--- src/rtl/trng_seq_if.sv ---
`default_nettype none
// ============================================================================
// Module      : trng_seq_if
// Description : Register-map / TRNG sequencer bundle: configuration, run
//               control, result handshake and live-register readback.
// Revision    : 1.0 - initial release
// ============================================================================
interface trng_seq_if #(
    parameter int LFSR_WIDTH = 12,
    parameter int TMW_WIDTH  = 12
);
    logic                  start;
    logic                  abort;
    logic [LFSR_WIDTH-1:0] lfsr_seed;
    logic [LFSR_WIDTH-1:0] lfsr_poly;
    logic [TMW_WIDTH-1:0]  tmw_max;
    logic                  ro_in;
    logic                  rd_ack;
    logic                  busy;
    logic [LFSR_WIDTH-1:0] rnd_data;
    logic                  rnd_valid;
    logic [LFSR_WIDTH-1:0] lfsr_o;
    logic [TMW_WIDTH-1:0]  tmw_o;

    modport master (
        output start, abort, lfsr_seed, lfsr_poly, tmw_max, ro_in, rd_ack,
        input  busy, rnd_data, rnd_valid, lfsr_o, tmw_o
    );

    modport slave (
        input  start, abort, lfsr_seed, lfsr_poly, tmw_max, ro_in, rd_ack,
        output busy, rnd_data, rnd_valid, lfsr_o, tmw_o
    );
endinterface
`default_nettype wire

--- src/rtl/trng_sequencer.sv ---
`default_nettype none
// ============================================================================
// Module      : trng_sequencer
// Description : TRNG run controller - folds ring-oscillator samples over a
//               time window, whitens with an LFSR and assembles output words.
// Revision    : 1.0 - initial release
// ============================================================================
module trng_sequencer #(
    parameter int LFSR_WIDTH = 12,
    parameter int TMW_WIDTH  = 12
) (
    input  logic       clk,
    input  logic       rst_n,
    trng_seq_if.slave  bus
);
    localparam int                    c_CNT_W    = (LFSR_WIDTH > 2) ? $clog2(LFSR_WIDTH) : 1;
    localparam logic [c_CNT_W-1:0]    c_BIT_LAST = c_CNT_W'(LFSR_WIDTH - 1);
    localparam logic [LFSR_WIDTH-1:0] c_LFSR_ONE = LFSR_WIDTH'(1);

    typedef enum logic [1:0] {
        ST_IDLE   = 2'd0,
        ST_LOAD   = 2'd1,
        ST_SAMPLE = 2'd2,
        ST_DONE   = 2'd3
    } state_t;

    state_t                r_state;
    state_t                w_state_next;

    logic [LFSR_WIDTH-1:0] r_lfsr;
    logic [LFSR_WIDTH-1:0] r_poly;
    logic [LFSR_WIDTH-1:0] r_shift;
    logic [LFSR_WIDTH-1:0] r_rnd_data;
    logic                  r_rnd_valid;
    logic [TMW_WIDTH-1:0]  r_tmw;
    logic [TMW_WIDTH-1:0]  r_tmw_max;
    logic                  r_acc;
    logic [c_CNT_W-1:0]    r_bitcnt;

    logic                  w_boundary;
    logic                  w_bit;
    logic                  w_fb;

    assign w_boundary = (r_tmw == r_tmw_max);
    assign w_bit      = r_acc ^ bus.ro_in ^ r_lfsr[LFSR_WIDTH-1];
    assign w_fb       = ^(r_lfsr & r_poly);

    always_ff @(posedge clk or negedge rst_n) begin
        if (!rst_n) begin
            r_state <= ST_IDLE;
        end else begin
            r_state <= w_state_next;
        end
    end

    always_comb begin
        w_state_next = r_state;
        case (r_state)
            ST_IDLE: begin
                // A pending unread word blocks new runs.
                if (bus.start && !r_rnd_valid) begin
                    w_state_next = ST_LOAD;
                end
            end
            ST_LOAD: begin
                w_state_next = bus.abort ? ST_IDLE : ST_SAMPLE;
            end
            ST_SAMPLE: begin
                if (bus.abort) begin
                    w_state_next = ST_IDLE;
                end else if (w_boundary && (r_bitcnt == c_BIT_LAST)) begin
                    w_state_next = ST_DONE;
                end
            end
            ST_DONE: begin
                w_state_next = ST_IDLE;
            end
            default: begin
                w_state_next = ST_IDLE;
            end
        endcase
    end

    always_ff @(posedge clk or negedge rst_n) begin
        if (!rst_n) begin
            r_lfsr      <= '0;
            r_poly      <= '0;
            r_shift     <= '0;
            r_rnd_data  <= '0;
            r_rnd_valid <= 1'b0;
            r_tmw       <= '0;
            r_tmw_max   <= '0;
            r_acc       <= 1'b0;
            r_bitcnt    <= '0;
        end else begin
            if (bus.rd_ack && r_rnd_valid) begin
                r_rnd_valid <= 1'b0;
            end
            case (r_state)
                ST_LOAD: begin
                    if (!bus.abort) begin
                        r_poly    <= bus.lfsr_poly;
                        r_tmw_max <= bus.tmw_max;
                        // An all-zero seed would lock the LFSR permanently.
                        r_lfsr    <= (bus.lfsr_seed == '0) ? c_LFSR_ONE : bus.lfsr_seed;
                        r_tmw     <= '0;
                        r_acc     <= 1'b0;
                        r_bitcnt  <= '0;
                        r_shift   <= '0;
                    end
                end
                ST_SAMPLE: begin
                    if (!bus.abort) begin
                        if (w_boundary) begin
                            r_shift  <= {r_shift[LFSR_WIDTH-2:0], w_bit};
                            r_lfsr   <= {r_lfsr[LFSR_WIDTH-2:0], w_fb};
                            r_tmw    <= '0;
                            r_acc    <= 1'b0;
                            r_bitcnt <= r_bitcnt + c_CNT_W'(1);
                        end else begin
                            r_acc <= r_acc ^ bus.ro_in;
                            r_tmw <= r_tmw + TMW_WIDTH'(1);
                        end
                    end
                end
                ST_DONE: begin
                    if (!bus.abort) begin
                        r_rnd_data  <= r_shift;
                        r_rnd_valid <= 1'b1;
                    end
                end
                default: begin
                end
            endcase
        end
    end

    assign bus.busy      = (r_state != ST_IDLE);
    assign bus.rnd_data  = r_rnd_data;
    assign bus.rnd_valid = r_rnd_valid;
    assign bus.lfsr_o    = r_lfsr;
    assign bus.tmw_o     = r_tmw;
endmodule
`default_nettype wire

--- src/flat_wrapper.sv ---
// flat-port wrapper written by rule: the top's interface ports become plain ports
module trng_sequencer_flat 
#(
    parameter int LFSR_WIDTH = 12,
    parameter int TMW_WIDTH  = 12
)
  (clk, rst_n, bus_start, bus_abort, bus_lfsr_seed, bus_lfsr_poly, bus_tmw_max, bus_ro_in, bus_rd_ack, bus_busy, bus_rnd_data, bus_rnd_valid, bus_lfsr_o, bus_tmw_o);
  trng_seq_if #(.LFSR_WIDTH(LFSR_WIDTH), .TMW_WIDTH(TMW_WIDTH)) bus_i ();
  input  logic clk;
  input  logic rst_n;
  input wire logic [$bits(bus_i.start)-1:0] bus_start;
  input wire logic [$bits(bus_i.abort)-1:0] bus_abort;
  input wire logic [$bits(bus_i.lfsr_seed)-1:0] bus_lfsr_seed;
  input wire logic [$bits(bus_i.lfsr_poly)-1:0] bus_lfsr_poly;
  input wire logic [$bits(bus_i.tmw_max)-1:0] bus_tmw_max;
  input wire logic [$bits(bus_i.ro_in)-1:0] bus_ro_in;
  input wire logic [$bits(bus_i.rd_ack)-1:0] bus_rd_ack;
  output wire logic [$bits(bus_i.busy)-1:0] bus_busy;
  output wire logic [$bits(bus_i.rnd_data)-1:0] bus_rnd_data;
  output wire logic [$bits(bus_i.rnd_valid)-1:0] bus_rnd_valid;
  output wire logic [$bits(bus_i.lfsr_o)-1:0] bus_lfsr_o;
  output wire logic [$bits(bus_i.tmw_o)-1:0] bus_tmw_o;
  assign bus_i.start = bus_start;
  assign bus_i.abort = bus_abort;
  assign bus_i.lfsr_seed = bus_lfsr_seed;
  assign bus_i.lfsr_poly = bus_lfsr_poly;
  assign bus_i.tmw_max = bus_tmw_max;
  assign bus_i.ro_in = bus_ro_in;
  assign bus_i.rd_ack = bus_rd_ack;
  assign bus_busy = bus_i.busy;
  assign bus_rnd_data = bus_i.rnd_data;
  assign bus_rnd_valid = bus_i.rnd_valid;
  assign bus_lfsr_o = bus_i.lfsr_o;
  assign bus_tmw_o = bus_i.tmw_o;
  trng_sequencer #(.LFSR_WIDTH(LFSR_WIDTH), .TMW_WIDTH(TMW_WIDTH)) u_core (.clk(clk), .rst_n(rst_n), .bus(bus_i));
endmodule
--- config.mk ---
export PLATFORM = sky130hd
export DESIGN_NAME = trng_sequencer_flat
export DESIGN_NICKNAME = d
export VERILOG_FILES = /design/src/rtl/trng_seq_if.sv /design/src/rtl/trng_sequencer.sv /design/src/flat_wrapper.sv
export SDC_FILE = /design/constraint.sdc
export NUM_CORES = 1
export LEC_CHECK = 0
export ABC_AREA = 1
export CORE_ASPECT_RATIO = 0.6
export CORE_MARGIN = 5
export CORE_UTILIZATION = 32
export CTS_CLUSTER_SIZE = 8
export DETAILED_ROUTE_END_ITERATION = 8
export PLACE_DENSITY = 0.62
export SYNTH_ARGS = -nofsm -noshare
export SYNTH_HDL_FRONTEND = slang
export SYNTH_SLANG_ARGS = --single-unit
export TNS_END_PERCENT = 100
--- constraint.sdc ---
create_clock -name clk -period 1.3 [get_ports clk]
set_input_delay 0.26 -clock clk [delete_from_list [all_inputs] [get_ports clk]]
set_output_delay 0.26 -clock clk [all_outputs]
set_load 0.1 [all_outputs]
==> results.md, run 1 <==
- Drt pass-1 iters: 4
- Reported leakage power: around 3.2 nW
- CP Data Required Time: 1.53 ns
- Commonest non-fill, non-tap cells in the layout: nand2_1 (155), buf_4 (55), dfrtp_1 (55)
- Final Critical Period: about 1.7 ns
- Full die area: around 15000 um2
- Inserted Diodes: 0
- Seq/Total Area, Yosys: 50.0%
- Initial antenna violation count: 0
- Final Slew Violations: 0
- Area growth from synthesis to layout: 74.9%
- Critical path's slowest cell: dfrtp_4
- Synthesized area divided by synthesized cell count: about 8.7 um2
- Worst-case register-to-register setup slack: -0.38 ns
- Final ANT Viol Nets: 0
- Wire length of the first global-routing pass: approximately 20000 um
- Drt initial violations: between 150 and 200
- Ratio of cells with drive above 1 in the final layout: 44.4%
- Buffer levels on the longest clock path: 2
- Detailed-route wire length per cell: between 15 and 20 um
- Synth Register Bits: 80
- DIE HEIGHT: about 97 um
- Highest clock frequency the design can meet: 597 MHz
- Latest clock arrival within the worst-skew pair: approximately 0.34 ns
- Via count of the first global-routing pass: roughly 3900
- Total vias in the final route: 3806
- Max transition margin: 74.7%
- Largest net degree at the start of global routing: 32
- Violated checks: negative setup slack
- Post-place instance area: 5960 um2
- Std cell rows: 31
- Cell chain of the critical path: inv_2 > nand2_1 > nand2_1 > nand2_1 > nor2_1 > nand3_2 > nand2_2 > nand2_4 > buf_6 > buf_16 > nand2_4 > nand2_1
- Weighted congestion reported at the end of routability-driven placement: ~0.8
- Clock tree skew after final layout: roughly 0.0049 ns
- Arrival time of data at the critical path endpoint: ~1.9 ns
- Maximum cell stage delay along the critical path: about 0.5 ns
- Placed wire-length estimate: 8150 um
- I/O pin cnt: 80
- Slew of the pin with the lowest slew margin: 0.380 ns
- Critical-path maximum fanout: 7
- Reg2Reg Capture Point: u_core.bus.lfsr_o[7]
- Worst Setup End Kind: register
- Setup slack of the critical path after layout: -0.375 ns
- Initial Utilization: roughly 33%
- Share of the clock period used by the worst path: 129%
- Maximum ir drop on the vdd rail: 1.14 mV
- Reported max-cap violation count: 0
- Count of nets after finishing: between 600 and 700
- Capture point of the critical path: u_core.bus.lfsr_o[7]
- Total of buffers placed on input and output ports: a little under 80
- Unrepaired setup endpoints after global routing: yes
- Outcome: finished, violations left
- Number of unique standard cell types used by synthesis: 31
- Number of remaining DRC errors: 0
- Total routed wirelength: 12200 um
- Global-route usage over all layers: approximately 17%
- Global-route congestion overflow total: 0
- Hold slack: 0.387 ns
- Nets in the synthesized netlist: roughly 500
- FF/Latch Area: between 2000 and 2500 um2
- FF-to-FF path depth: 12
- Crit path launch type: register
- WS Path Type: reg -> reg
- Most common library cell in the layout ignoring fill and taps: nand2_1
- Post-Layout Inst Area: around 7000 um2
- CTS buffer count: 9
- Cell type with the highest occurrence count on the critical path: nand2_1
- Routed via count divided by cell count: ~4.7
- CTS HTree Levels: 3
- Cell Area, Synth: around 4000 um2
- Setup total negative slack: -17.47 ns
- Power density over cell area: 2060 nW/um2
- Reg2reg start: u_core.bus.tmw_o[11]
- Power, Total: between 10 and 15 mW
- Core ar.: 12100 um2
- Clock tree from TritonCTS: done
- Die X-Extent: 154 um
- Number of instances in the synthesized netlist: around 460
- Area of the multi-input gates: ~2000 um2
- Hold violation total from the final report: 0
- Count of clock tree sinks: 80
- Synth Warn #: 0
- Number of inserted filler cells in the final layout: between 900 and 1000
- CTS root buffer: clkbuf_16
- Min-delay worst type: in -> async
- Post-CTS clock slew at the launch and capture registers of the worst setup and hold paths: 0.06 ns
- Count of final setup violators: between 70 and 80
- Crit path from: u_core.bus.tmw_o[11]
[area by class of cell]
class / count / area share [%]
Sequential cell: 80 / 29.5
Clock inverter: 6 / 0.518
Tap cell: 165 / 2.95
Inverter: 47 / 2.75
Timing Repair Buffer: 181 / 32.5
Multi-Input combinational cell: 322 / 28.4
Timing Repair inverter: 1 / 0.107
Clock buffer: 10 / 3.27
[how the worst min path moves through the flow]
stage | startpoint | endpoint | slack, ns | cells past startpoint
final | rst_n | u_core.r_state[0] | 0.39 | 2
after CTS | rst_n | u_core.bus.rnd_data[0] | 0.40 | 2
after floorplan | rst_n | u_core.bus.lfsr_o[0] | -0.04 | 0
after detailed placement | rst_n | u_core.r_state[0] | 0.21 | 1
after global placement | rst_n | u_core.bus.rnd_data[0] | 0.20 | 1
after global routing | rst_n | u_core.bus.rnd_data[1] | 0.43 | 2
[state kept, by name (all words and copies together), names as in the netlist]
signal / flops
u_core.bus.tmw_o: 12
u_core.r_bitcnt: 4
u_core.bus.rnd_data: 12
u_core.bus.rnd_valid: 1
u_core.r_poly: 12
u_core.r_tmw_max: 12
u_core.r_state: 2
u_core.r_acc: 1
u_core.r_shift: 12
u_core.bus.lfsr_o: 12
[cell families (layout without fill, tap and decap cells)]
family | count (synthesis) | count (layout) | synth area share, %
compound gates | 58 | 58 | 8.56
xor+xnor | 14 | 14 | 3.06
fa+ha+maj | 2 | 2 | 0.625
buf+inv | 60 | 245 | 6.91
flops | 80 | 80 | 50.0
mux | 27 | 27 | 7.59
simple gates | 221 | 221 | 23.2
[routing by layer]
metal  part of all wire (%)  wire length [um]  global-route usage [%]  vias up
met5                      0                 0                       0        -
met2                     44              5430                    25.2      109
met1                     49              5980                    23.9     1859
met4                    1.4               176                    4.55        0
met3                    5.3               648                    4.28       15
li1                       -                 -                       -     1823
[cells in the mapped netlist (all sizes together)]
library cell  instances  area, um2
o21ai                36        225
and2                  1       6.26
nor3b                 1       7.51
inv                  47        179
a21oi                19       95.1
or2                   1       6.26
xnor2                 7       61.3
o31ai                 2       15.0
ha                    2       25.0
nand4                 1       6.26
xor2                  7       61.3
clkbuf                4       15.0
o21a                  1       7.51
nor2                 27        136
dfrtp                80       2000
nor3                  6       35.0
buf                   9       82.6
nand2               172        666
nand3                10       55.1
nor4                  2       12.5
mux2                 27        304
[worst max-delay path, delay by kind of cell, from the launching register on]
kind	cells	cell delay (ns)
AND/OR/NAND/NOR	9	0.71
buffers and inverters	3	0.35
flip-flops	1	0.50
[power by group]
group | switching, mW | total [mW] | internal, mW
registers | 0.442 | 3.63 | 3.18
logic | 4.71 | 8.47 | 3.76
clock network | 1.02 | 2.30 | 1.28
[per-stage QoR]
stage	utilization (%)	instances	setup WS, ns
after floorplan	-	462	-0.412
after global placement	49.1	764	-0.456
after detailed placement	49.1	764	-0.471
after CTS	55.5	799	-0.328
after global routing	57.7	812	-0.435
final	57.7	812	-0.375
[repair_timing]
action                                  4_1_cts  5_1_grt
gates resized for setup                      88       40
gates cloned                                  5        3
endpoints found under the setup margin       95       95
hold buffers                                  1        0
endpoints found under the hold margin        25        0
setup buffers                                16       12
pin swaps                                    12        5
Power figures use the tool's default switching activity.
==> inputs of run 2 (changes only) <==
--- a/config.mk
+++ b/config.mk
@@ -6,12 +6,12 @@
 export NUM_CORES = 1
 export LEC_CHECK = 0
 export ABC_AREA = 1
+export CAP_MARGIN = 20
 export CORE_ASPECT_RATIO = 0.6
 export CORE_MARGIN = 5
-export CORE_UTILIZATION = 32
+export CORE_UTILIZATION = 35
 export CTS_CLUSTER_SIZE = 8
 export DETAILED_ROUTE_END_ITERATION = 8
-export PLACE_DENSITY = 0.62
 export SYNTH_ARGS = -nofsm -noshare
 export SYNTH_HDL_FRONTEND = slang
 export SYNTH_SLANG_ARGS = --single-unit
==> results.md, run 2 (same netlist as run 1, synthesis figures left out) <==
- Routed via count divided by cell count: 4.70 (+0.20%)
- Worst-case register-to-register setup slack: -0.32 ns (+0.06 ns)
- Capture point of the critical path: u_core.bus.tmw_o[6]
- Violated checks: negative setup slack
- Number of inserted filler cells in the final layout: 828 (-17%)
- Max transition margin: 77.9% (+3.2 points)
- Commonest non-fill, non-tap cells in the layout: nand2_1 (135), dfrtp_1 (55), buf_4 (47)
- Wire length of the first global-routing pass: 18700 um (-6.6%)
- Clock tree skew after final layout: 0.00495 ns (+0.00000827 ns)
- Number of remaining DRC errors: 0 (unchanged)
- Final core utilization: 63.6% (+5.9 points)
- Highest clock frequency the design can meet: 618 MHz (+3.5%)
- Total of buffers placed on input and output ports: 79 (unchanged)
- Latest clock arrival within the worst-skew pair: 0.33 ns (about the same)
- DIE HEIGHT: 92.8 um (-3.9%)
- Drt pass-1 iters: 4 (unchanged)
- Weighted congestion reported at the end of routability-driven placement: 0.827 (+3.0%)
- Die X-Extent: 148 um (-4.1%)
- Count of clock tree sinks: 80 (unchanged)
- Buffer levels on the longest clock path: 2 (unchanged)
- Final ANT Viol Nets: 0 (unchanged)
- Worst slack after detailed placement: -0.492 ns (-0.0209 ns)
- Reported max-cap violation count: 0 (unchanged)
- Worst Setup End Kind: register
- Reported leakage power: 3.29 nW (+1.7%)
- Largest net degree at the start of global routing: 38 (+19%)
- Full die area: 13700 um2 (-7.9%)
- Area of the multi-input gates: 2150 um2 (+8.0%)
- Total routed wirelength: 12200 um (-0.42%)
- Drt initial violations: 209 (+10%)
- Power density over cell area: 2110 nW/um2 (+2.5%)
- Slew of the pin with the lowest slew margin: 0.328 ns (-0.0517 ns)
- Setup total negative slack: -13.62 ns (+3.85 ns)
- Arrival time of data at the critical path endpoint: 1.86 ns (-0.05 ns)
- CTS root buffer: clkbuf_16
- WS Path Type: reg -> reg
- Final Critical Period: 1.62 ns (-0.0559 ns)
- Reg2Reg Capture Point: u_core.bus.tmw_o[6]
- Core ar.: 11300 um2 (-7.2%)
- Inserted Diodes: 0 (unchanged)
- Detailed-route wire length per cell: 15.6 um (+3.5%)
- Std cell rows: 30 (-3.2%)
- Initial antenna violation count: 0 (unchanged)
- Final Slew Violations: 0 (unchanged)
- Count of nets after finishing: 676 (-1.5%)
- Share of the clock period used by the worst path: 125% (-4.3 points)
- Hold violation total from the final report: 0 (unchanged)
- CP Data Required Time: 1.54 ns (about the same)
- I/O pin cnt: 80 (unchanged)
- Setup slack of the critical path after layout: -0.319 ns (+0.0559 ns)
- Cell chain of the critical path: buf_6 > inv_6 > nor2_4 > buf_6 > buf_4 > nand2_4 > nand2_8 > clkinv_8 > buf_8 > nor3_4
- Clock tree from TritonCTS: done
- Min-delay worst type: in -> async
- FF/Latch Area: 2060 um2 (unchanged)
- Critical path depth: 10 (-2)
- Cell type with the highest occurrence count on the critical path: buf_6
- Maximum cell stage delay along the critical path: 0.37 ns (-0.13 ns)
- FF-to-FF path depth: 10 (-2)
- CTS HTree Levels: 3 (unchanged)
- Via count of the first global-routing pass: 3674 (-6.1%)
- Crit path launch type: register
- Crit path from: u_core.r_state[1]
- CTS buffer count: 9 (unchanged)
- Maximum ir drop on the vdd rail: 1.36 mV (+19%)
- Ratio of cells with drive above 1 in the final layout: 49.1% (+4.8 points)
- Count of final setup violators: 79 (+3.9%)
- Most common library cell in the layout ignoring fill and taps: nand2_1
- Total vias in the final route: 3668 (-3.6%)
- Critical path's slowest cell: dfrtp_1
- Number of buffers and inverters on the critical path: 6 (+3)
- Global-route usage over all layers: 17.1% (+0.40 points)
- Post-CTS clock slew at the launch and capture registers of the worst setup and hold paths: 0.06 ns (about the same)
- Outcome: finished, violations left
- Reg2reg start: u_core.r_state[1]
- Initial Utilization: 35.6% (+2.6 points)
- Global-route congestion overflow total: 0 (unchanged)
- Area growth from synthesis to layout: 78.7%
- Critical-path maximum fanout: 6 (-1)
- Unrepaired setup endpoints after global routing: yes
- Placed wire-length estimate: 7890 um (-3.1%)
- Largest delay contributor family on the critical path: buffers and inverters
[run 2: per-stage QoR]
stage / hold WS (ns) / power [mW] / instances / instance area [um2]
2_1_floorplan: -0.0356 / 7.82 / 462 / 4070
3_3_place_gp: 0.172 / 10.4 / 740 / 5880
3_5_place_dp: 0.177 / 10.5 / 740 / 5880
4_1_cts: 0.371 / 14.0 / 763 / 6640
5_1_grt: 0.384 / 15.9 / 781 / 7160
6_report: 0.357 / 15.1 / 781 / 7160
[run 2: area by class of cell]
class / instances / area share [%]
Sequential cell: 80 / 28.8
Multi-Input combinational cell: 322 / 30.1
Timing Repair Buffer: 171 / 30.9
Clock buffer: 14 / 3.83
Timing Repair inverter: 1 / 0.105
Clock inverter: 2 / 0.839
Tap cell: 144 / 2.52
Inverter: 47 / 2.90
[run 2: worst min path at each step]
stage,startpoint,end,cells after the start
3_5_place_dp,rst_n,u_core.bus.tmw_o[6],1
4_1_cts,rst_n,u_core.bus.tmw_o[3],2
3_3_place_gp,rst_n,u_core.bus.tmw_o[6],1
6_report,rst_n,u_core.r_tmw_max[9],2
2_1_floorplan,rst_n,u_core.bus.lfsr_o[0],0
5_1_grt,bus_abort,u_core.r_state[1],4
[run 2: power by group]
part | switching (mW) | leakage, nW | total, mW | internal, mW
sequential | 0.490 | 0.994 | 3.68 | 3.19
clock | 0.991 | 0.163 | 2.83 | 1.84
combinational | 4.84 | 2.13 | 8.58 | 3.74
[run 2: timing repair]
action | in CTS | in global routing
setup buffers | 7 | 18
hold endpoints to repair | 18 | 0
endpoints found under the setup margin | 95 | 96
hold buffers | 1 | 0
pin swaps | 11 | 28
resized for setup | 85 | 105
gates cloned | 3 | 4
[run 2: routing by layer]
layer,global-route usage [%],vias to the layer above,part of all wire (%)
met5,0,-,0
met4,3.84,0,0.87
met3,4.40,10,5.0
met2,26.3,86,46
met1,24.4,1759,48
li1,-,1813,-
